$ cat src/rtl/matmul_tt_sequencer_if.sv
// Operand-read bus and result stream between the transposed-operand matmul
// sequencer and its operand memories / result consumer.
interface matmul_tt_sequencer_if;
  logic        rd_en;
  logic [15:0] a_addr;
  logic [15:0] b_addr;
  logic [15:0] a_data;
  logic [15:0] b_data;
  logic        c_valid;
  logic        c_ready;
  logic [31:0] c_data;
  logic [15:0] c_addr;

  modport master (
    output rd_en,
    output a_addr,
    output b_addr,
    input  a_data,
    input  b_data,
    output c_valid,
    input  c_ready,
    output c_data,
    output c_addr
  );

  modport slave (
    input  rd_en,
    input  a_addr,
    input  b_addr,
    output a_data,
    output b_data,
    input  c_valid,
    output c_ready,
    input  c_data,
    input  c_addr
  );
endinterface

$ cat src/rtl/matmul_tt_sequencer.sv
// Sequencer computing C = A^T * B^T one element at a time: for each (i,j) it
// streams k operand reads, accumulates the products one cycle behind the reads,
// then offers the finished element on a valid/ready stream.
module matmul_tt_sequencer (
  input  logic                         clk,
  input  logic                         rst_n,
  input  logic                         start,
  input  logic                         abort,
  input  logic [7:0]                   cfg_m,
  input  logic [7:0]                   cfg_n,
  input  logic [7:0]                   cfg_k,
  matmul_tt_sequencer_if.master        bus,
  output logic                         busy,
  output logic                         done,
  output logic                         err
);

  typedef enum logic [2:0] {
    ST_IDLE,
    ST_ISSUE,
    ST_WAIT,
    ST_OUT,
    ST_DONE
  } state_t;

  state_t state_q;
  state_t state_d;

  logic [7:0] m_q;
  logic [7:0] n_q;
  logic [7:0] k_q;
  logic [7:0] i_q;
  logic [7:0] j_q;
  logic [7:0] kc_q;

  logic zero_dim;
  logic start_ok;
  logic start_bad;
  logic last_k;
  logic last_elem;

  logic rd_en;
  logic c_valid;
  logic done_fsm;

  logic rd_q;
  logic first_q;
  logic zero_q;

  logic signed [31:0] a_ext;
  logic signed [31:0] b_ext;
  logic signed [31:0] product;
  logic signed [31:0] acc_q;

  assign zero_dim  = (cfg_m == 8'd0) || (cfg_n == 8'd0) || (cfg_k == 8'd0);
  assign start_ok  = start && (state_q == ST_IDLE) && !zero_dim;
  assign start_bad = start && (state_q == ST_IDLE) && zero_dim;
  assign last_k    = (kc_q == k_q - 8'd1);
  assign last_elem = (i_q == m_q - 8'd1) && (j_q == n_q - 8'd1);

  assign a_ext   = {{16{bus.a_data[15]}}, bus.a_data};
  assign b_ext   = {{16{bus.b_data[15]}}, bus.b_data};
  assign product = a_ext * b_ext;

  assign bus.a_addr  = ({8'd0, kc_q} * {8'd0, m_q}) + {8'd0, i_q};
  assign bus.b_addr  = ({8'd0, j_q} * {8'd0, k_q}) + {8'd0, kc_q};
  assign bus.c_addr  = ({8'd0, i_q} * {8'd0, n_q}) + {8'd0, j_q};
  assign bus.c_data  = acc_q;
  assign bus.rd_en   = rd_en;
  assign bus.c_valid = c_valid;

  assign busy = (state_q != ST_IDLE);
  assign done = done_fsm | zero_q;
  assign err  = zero_q;

  // State register.
  always_ff @(posedge clk or negedge rst_n) begin
    if (!rst_n) begin
      state_q <= ST_IDLE;
    end else begin
      state_q <= state_d;
    end
  end

  // Next state and per-state strobes; abort beats everything outside IDLE.
  always_comb begin
    state_d  = state_q;
    rd_en    = 1'b0;
    c_valid  = 1'b0;
    done_fsm = 1'b0;
    case (state_q)
      ST_IDLE: begin
        if (start_ok) begin
          state_d = ST_ISSUE;
        end
      end
      ST_ISSUE: begin
        rd_en = 1'b1;
        if (abort) begin
          state_d = ST_IDLE;
        end else if (last_k) begin
          state_d = ST_WAIT;
        end
      end
      ST_WAIT: begin
        state_d = abort ? ST_IDLE : ST_OUT;
      end
      ST_OUT: begin
        c_valid = 1'b1;
        if (abort) begin
          state_d = ST_IDLE;
        end else if (bus.c_ready) begin
          state_d = last_elem ? ST_DONE : ST_ISSUE;
        end
      end
      ST_DONE: begin
        done_fsm = 1'b1;
        state_d  = ST_IDLE;
      end
      default: begin
        state_d = ST_IDLE;
      end
    endcase
  end

  // Job dimensions captured at start, plus the i/j/k loop counters.
  always_ff @(posedge clk or negedge rst_n) begin
    if (!rst_n) begin
      m_q  <= '0;
      n_q  <= '0;
      k_q  <= '0;
      i_q  <= '0;
      j_q  <= '0;
      kc_q <= '0;
    end else if (start_ok) begin
      m_q  <= cfg_m;
      n_q  <= cfg_n;
      k_q  <= cfg_k;
      i_q  <= '0;
      j_q  <= '0;
      kc_q <= '0;
    end else begin
      case (state_q)
        ST_ISSUE: begin
          if (abort || last_k) begin
            kc_q <= '0;
          end else begin
            kc_q <= kc_q + 8'd1;
          end
        end
        ST_OUT: begin
          if (!abort && bus.c_ready && !last_elem) begin
            if (j_q == n_q - 8'd1) begin
              j_q <= '0;
              i_q <= i_q + 8'd1;
            end else begin
              j_q <= j_q + 8'd1;
            end
          end
        end
        default: begin
        end
      endcase
    end
  end

  // Read strobe delayed by one cycle to line up with the returning operands.
  always_ff @(posedge clk or negedge rst_n) begin
    if (!rst_n) begin
      rd_q    <= 1'b0;
      first_q <= 1'b0;
    end else begin
      rd_q    <= rd_en;
      first_q <= rd_en && (kc_q == 8'd0);
    end
  end

  // Accumulator: the k=0 product restarts the sum, later products add with wrap.
  always_ff @(posedge clk or negedge rst_n) begin
    if (!rst_n) begin
      acc_q <= '0;
    end else if (rd_q) begin
      acc_q <= first_q ? product : acc_q + product;
    end
  end

  // One-cycle err/done pulse for a start carrying a zero dimension.
  always_ff @(posedge clk or negedge rst_n) begin
    if (!rst_n) begin
      zero_q <= 1'b0;
    end else begin
      zero_q <= start_bad;
    end
  end

endmodule

$ cat src/flat_wrapper.sv
// flat-port wrapper written by rule: the top's interface ports become plain ports
module matmul_tt_sequencer_flat 
  (clk, rst_n, start, abort, cfg_m, cfg_n, cfg_k, busy, done, err, bus_rd_en, bus_a_addr, bus_b_addr, bus_a_data, bus_b_data, bus_c_valid, bus_c_ready, bus_c_data, bus_c_addr);
  matmul_tt_sequencer_if bus_i ();
  input  logic clk;
  input  logic rst_n;
  input  logic start;
  input  logic abort;
  input  logic [7:0] cfg_m;
  input  logic [7:0] cfg_n;
  input  logic [7:0] cfg_k;
  output logic busy;
  output logic done;
  output logic err;
  output wire logic [$bits(bus_i.rd_en)-1:0] bus_rd_en;
  output wire logic [$bits(bus_i.a_addr)-1:0] bus_a_addr;
  output wire logic [$bits(bus_i.b_addr)-1:0] bus_b_addr;
  input wire logic [$bits(bus_i.a_data)-1:0] bus_a_data;
  input wire logic [$bits(bus_i.b_data)-1:0] bus_b_data;
  output wire logic [$bits(bus_i.c_valid)-1:0] bus_c_valid;
  input wire logic [$bits(bus_i.c_ready)-1:0] bus_c_ready;
  output wire logic [$bits(bus_i.c_data)-1:0] bus_c_data;
  output wire logic [$bits(bus_i.c_addr)-1:0] bus_c_addr;
  assign bus_rd_en = bus_i.rd_en;
  assign bus_a_addr = bus_i.a_addr;
  assign bus_b_addr = bus_i.b_addr;
  assign bus_i.a_data = bus_a_data;
  assign bus_i.b_data = bus_b_data;
  assign bus_c_valid = bus_i.c_valid;
  assign bus_i.c_ready = bus_c_ready;
  assign bus_c_data = bus_i.c_data;
  assign bus_c_addr = bus_i.c_addr;
  matmul_tt_sequencer u_core (.clk(clk), .rst_n(rst_n), .start(start), .abort(abort), .cfg_m(cfg_m), .cfg_n(cfg_n), .cfg_k(cfg_k), .bus(bus_i), .busy(busy), .done(done), .err(err));
endmodule
$ cat config.mk
export PLATFORM = sky130hd
export DESIGN_NAME = matmul_tt_sequencer_flat
export DESIGN_NICKNAME = d
export VERILOG_FILES = /design/src/rtl/matmul_tt_sequencer_if.sv /design/src/rtl/matmul_tt_sequencer.sv /design/src/flat_wrapper.sv
export SDC_FILE = /design/constraint.sdc
export NUM_CORES = 1
export LEC_CHECK = 0
export ABC_AREA = 1
export BUFFER_PORTS_ARGS = -buffer_cell sky130_fd_sc_hd__buf_2
export CORE_AREA = 3 3 269 271
export CTS_CLUSTER_SIZE = 40
export DETAILED_ROUTE_END_ITERATION = 16
export DIE_AREA = 0 0 272 274
export MAX_ROUTING_LAYER = met4
export PLACE_DENSITY = 0.55
export SYNTH_ARGS = -nofsm -noshare
export SYNTH_HDL_FRONTEND = slang
export SYNTH_SLANG_ARGS = --single-unit
$ cat constraint.sdc
create_clock -name clk -period 8.9 [get_ports clk]
set_clock_uncertainty 0.15 [all_clocks]
set_input_delay 0.445 -clock clk [delete_from_list [all_inputs] [get_ports clk]]
set_output_delay 0.445 -clock clk [all_outputs]
set_load 0.05 [all_outputs]
# After elaboration in Yosys (flattened, before gate mapping)
# Index checks and enable logic that the tools add are counted.
[word_totals]
wordCells = 85
latchBits = 0
mem_count = 0
ram_bits = 0
register_bits = 86
out_inout_bits = 85
mem_bits_ro = 0
[classes]
order_cmp = 0
reduce_logical = 26
n_mul = 4
n_mux = 23
div_mod_pow = 0
n_shift = 0
n_eq_ne = 10
n_addsub = 10
n_bitwise = 1
[ops]
columns = ["op", "n"]
rows = [
  ["$mux 8", 11],
  ["$add 16x8->16", 3],
  ["$mul 8x8->16", 3],
  ["$add 32x32->32", 1],
  ["$logic_not 8->1", 4],
  ["$mul 16x16->32", 1],
  ["$mux 32", 1],
  ["$add 8x1->8 const B", 3],
  ["$eq 8x8->1", 3],
  ["$sub 8x1->8 const B", 3],
  ["$mux 3", 6],
  ["$pmux 3 s4", 1],
  ["$reduce_bool 2->1", 4],
  ["$logic_and 1x1->1", 7],
  ["$eq 3x2->1 const B", 2],
  ["$reduce_and 3->1", 2],
  ["$eq 3x1->1 const B", 1],
  ["$eq 3x3->1 const B", 1],
  ["$logic_not 1->1", 3],
  ["$logic_not 3->1", 1],
  ["$logic_or 1x1->1", 3],
  ["$mux 1", 3],
  ["$ne 3x2->1 const B", 1],
  ["$ne 3x3->1 const B", 1],
  ["5 further kinds", 5],
]

# Depth between registers and ports, before layout
[logic_depth]
depth_word = 8
depth_mapped = 39
ltp_nobuf = 37

# Worst setup path before layout
# OpenSTA, ideal clock, no wires.
[synth_timing]
path_type = "input to register"
startpoint = "in bus_a_data[7]"
endpoint = "reg u_core.acc_q[22], in the netlist u_core.bus.c_data[22]"
setup_ns = 0.118
stages = 34
arrival_time_ns = 6.661
path_buffers = 2
slack_ns = 1.971
cell_sequence = "clkbuf_1 > clkbuf_1 > nand2_1 > fa_1 > inv_1 > fa_1 > inv_1 > fa_1 > inv_1 > fa_1 > fa_1 > inv_1 > fa_1 > inv_1 > ha_1 > nand2_1 > inv_1 > a21oi_1 > nand3_1 > a21oi_1 > xor2_1 > inv_1 > ha_1 > nand2_1 > nor2_1 > inv_1 > nor3_1 > nand3_1 > nand3_1 > nand2_1 > nand3_1 > nand2_1 > nand2_1 > nand2_1"
[synth_between]
elab_chain_cells = 3
[synth_rtl]
columns = ["element", "line_no", "source"]
rows = [
  ["start: declaration", "flat_wrapper.sv:18", "input wire logic [$bits(bus_i.a_data)-1:0] bus_a_data;"],
  ["$mul 16x16->32 (*)", "matmul_tt_sequencer.sv:63", "assign product = a_ext * b_ext;"],
  ["$add 32x32->32", "matmul_tt_sequencer.sv:183", "acc_q <= first_q ? product : acc_q + product;"],
  ["$mux 32 (*)", "matmul_tt_sequencer.sv:183", ""],
  ["end signal: assignment", "matmul_tt_sequencer.sv:183", ""],
  ["end: declaration", "matmul_tt_sequencer.sv:53", "logic signed [31:0] acc_q;"],
]
# Every way passes the cells marked *; elsewhere a longest branch is shown, timed or not.
# A chain may end at the register's enable or synchronous reset.

# Final worst setup path
[layout_timing]
startpoint = "in bus_b_data[1]"
endpoint = "reg u_core.acc_q[28], in the netlist u_core.bus.c_data[28]"
[layout_between]
elab_chain_cells = 3
[layout_rtl]
columns = ["element", "line_no", "source"]
rows = [
  ["start: declaration", "flat_wrapper.sv:19", "input wire logic [$bits(bus_i.b_data)-1:0] bus_b_data;"],
  ["$mul 16x16->32 (*)", "matmul_tt_sequencer.sv:63", ""],
  ["$add 32x32->32", "matmul_tt_sequencer.sv:183", ""],
  ["$mux 32 (*)", "matmul_tt_sequencer.sv:183", ""],
]
# Marked as above.

==> key figures <==
GRT
  – Vias in the first global route: 20794
  – First-pass GRT wire length: 111500 um
  – Largest net degree at the start of global routing: 61
  – Total GRT Usage: 19.16%
  – Initial antenna violation count: 1
  – Gr ovfl total: 0

Drt
  – Antenna-violating nets left: 0
  – WL/cell: 15.31 um
  – DR pass1 iterations: 6
  – Starting DRT DRC Count: 1227
  – Via density per instance: 4.646
  – Routed WL: 66270 um
  – Drt drc: 0
  – Via count: 20113

Setup path
  – Worst setup path end: u_core.bus.c_data[28]
  – Worst R2R End: u_core.i_q[0]
  – WS Path Type: in -> reg
  – WP buf/inv: 7
  – RR Startpoint: u_core.n_q[1]
  – Worst setup startpoint: bus_b_data[1]
  – Crit-path max FO: 16
  – CP Data Arrival Time: 7850 ps
  – Slowest stage delay, CP: 640 ps
  – Critical Path End Type: flop
  – Flop-to-flop setup slack: 6050 ps
  – WP depth: 32
  – CP Launch Type: primary input
  – Worst reg-to-reg path cell count: 14
  – Req. time, crit path: 9000 ps
  – Slowest stage cell on the critical path: fa_1
  – CP delay by family, top: adder cells

Placed design
  – Post-Place Cell Area: 25830 um2
  – Dpl ws: 810.9 ps
  – DP HPWL: 55380 um
  – Port Buffer Count: 145
  – RD Place Congestion: 0.8826

Floorplanning
  – Die H: 274 um
  – Core area: 70030 um2
  – Row cnt: 97
  – Die area: 74530 um2
  – Initial Utilization: 34.90%
  – Die X: 272 um
  – IO Pins: 146

Clock tree
  – CTS tree: done
  – Max H-tree Level: 3
  – Clock sinks: 86
  – Post-CTS sizing: 0
  – Longest Clk Path Bufs: 2
  – Worst-path clk slew: 70 ps
  – Root buf cell: clkbuf_16
  – Worst-Skew Late Latency: 370 ps
  – Total CTS buffers: 9

STA
  – Period Utilization, post-route: 87.10%
  – Fmax: 0.1290 GHz
  – Setup slack after layout: 1148 ps
  – Final setup fails: 0
  – Final Hold Fails: 0
  – Setup_tns: 0 ps
  – Worst rel slew slack: 22.39%
  – Worst slew pin tran: 1157 ps
  – RSZ-0062 raised after global routing: no
  – Max-slew violations: 0
  – Final min period: 7752 ps

Yosys
  – Largest family of logic cells by synthesized area: adder cells
  – Post-Synth Simple-Gate Area: 21.14%
  – Synth Area in XOR/XNOR: 3.783%
  – Post-Synth Adder-Cell Area: 44.13%
  – Async SR Flop Fraction: 100.0%
  – Compound-Gate Fraction of Synth Area: 6.496%
  – Synthesized cell area: 24440 um2
  – Synth cell types: 52
  – Sequential area share after synthesis: 8.805%
  – Mux contribution to synthesized area: 0.09214%
  – Syn Area/Cell: 7.301 um2
  – Seq cells post-synth: 86
  – Synth Flop Type: dfrtp_1
  – Warnings from Yosys: 0
  – Mapped Cells: 3348
  – EDFF count, synth: 0
  – Post-Syn Nets: 4034

Run
  – Max-cap viol count: 0

Cells and area
  – Filler cell count: 7530
  – Final #Nets: 4070
  – Final Instance Area: 26130 um2
  – Most common cell after layout, fill and taps aside: nand2_1
  – Layout cells sized above 1: 6.167%
  – # diodes: 0
  – Most frequent cells in the layout: nand2_1, inv_1, fa_1, ha_1, nor2_1
  – P&R area growth vs syn: 6.911%
  – Multi-input gate area: 18490 um2
  – Seq. cell area: 2152 um2

Worst hold path
  – Worst Hold Class: in -> reg

Outcome
  – Status: finished clean
## state kept, by name (all words and copies together) (netlist names)
name / count
u_core.first_q: 1
u_core.j_q: 8
u_core.n_q: 8
u_core.state_q: 3
u_core.err: 1
u_core.bus.c_data: 32
u_core.k_q: 8
u_core.kc_q: 8
u_core.i_q: 8
u_core.rd_q: 1
u_core.m_q: 8
## stage by stage
stage                     hold slack [ps]  instances  utilization (%)
after floorplan                   -0.5911       3348                -
after global placement              290.4       4312            36.88
after detailed placement            296.9       4312            36.88
after CTS                           155.9       4329            37.32
after global routing                185.1       4329            37.32
final                               177.9       4329            37.32
## metal layers
layer / vias to the layer above / part of all wire, % / GRT usage [%]
met5: - / 0 / -
met3: 39 / 4.8 / 2.109
met4: 0 / 1.2 / 2.937
li1: 9977 / - / -
met2: 435 / 47 / 31.64
met1: 9662 / 47 / 25.95
## logic make-up (layout without fill, tap and decap cells)
family,count (synthesis),in the layout
adders and majority gates,625,625
DFF,86,86
AOI/OAI and AO/OA,280,280
and+or+nand+nor,1261,1261
muxes,2,2
buffers and inverters,990,1031
xor gates and xnor gates,104,104
## Yosys cell counts (all sizes together) (10+ instances only)
cell	n	area [um2]
o21ai	92	490.5
inv	863	3242
o21bai	15	112.6
a21oi	123	619.4
or2	13	81.33
xor2	70	613.1
nor3	22	115.1
nand4	34	212.7
clkbuf	92	345.3
a21o	13	97.59
dfrtp	86	2152
ha	230	2878
nand3	131	670.6
nor2	157	606.8
fa	395	7908
buf	33	209.0
xnor2	33	289.0
nand2	881	3327
a31oi	10	62.56
## repair_timing
item                                   in CTS  in global routing
endpoints found under the hold margin      26                  0
buffers inserted                            0                  0
hold buffers                                1                  0
## cell type report
class / count / area share, %
inverter: 865 / 12.43
timing repair buffer: 150 / 2.940
multi-input combinational: 2272 / 70.76
clock buffer: 11 / 0.9672
clock inverter: 5 / 0.1580
tap: 940 / 4.501
sequential: 86 / 8.236
## how the worst min path moves through the flow
stage / startpoint / endpoint / cells past startpoint
finish: bus_c_ready / u_core.state_q[1] / 2
floorplan: rst_n / u_core.bus.c_data[0] / 0
CTS: bus_c_ready / u_core.state_q[1] / 2
detailed placement: rst_n / u_core.k_q[6] / 1
global placement: rst_n / u_core.k_q[6] / 1
global route: bus_c_ready / u_core.state_q[1] / 2
Power is left out: the tool's default activity adds up to more than one toggle a clock period on the data nets, which glitch-free logic cannot reach.
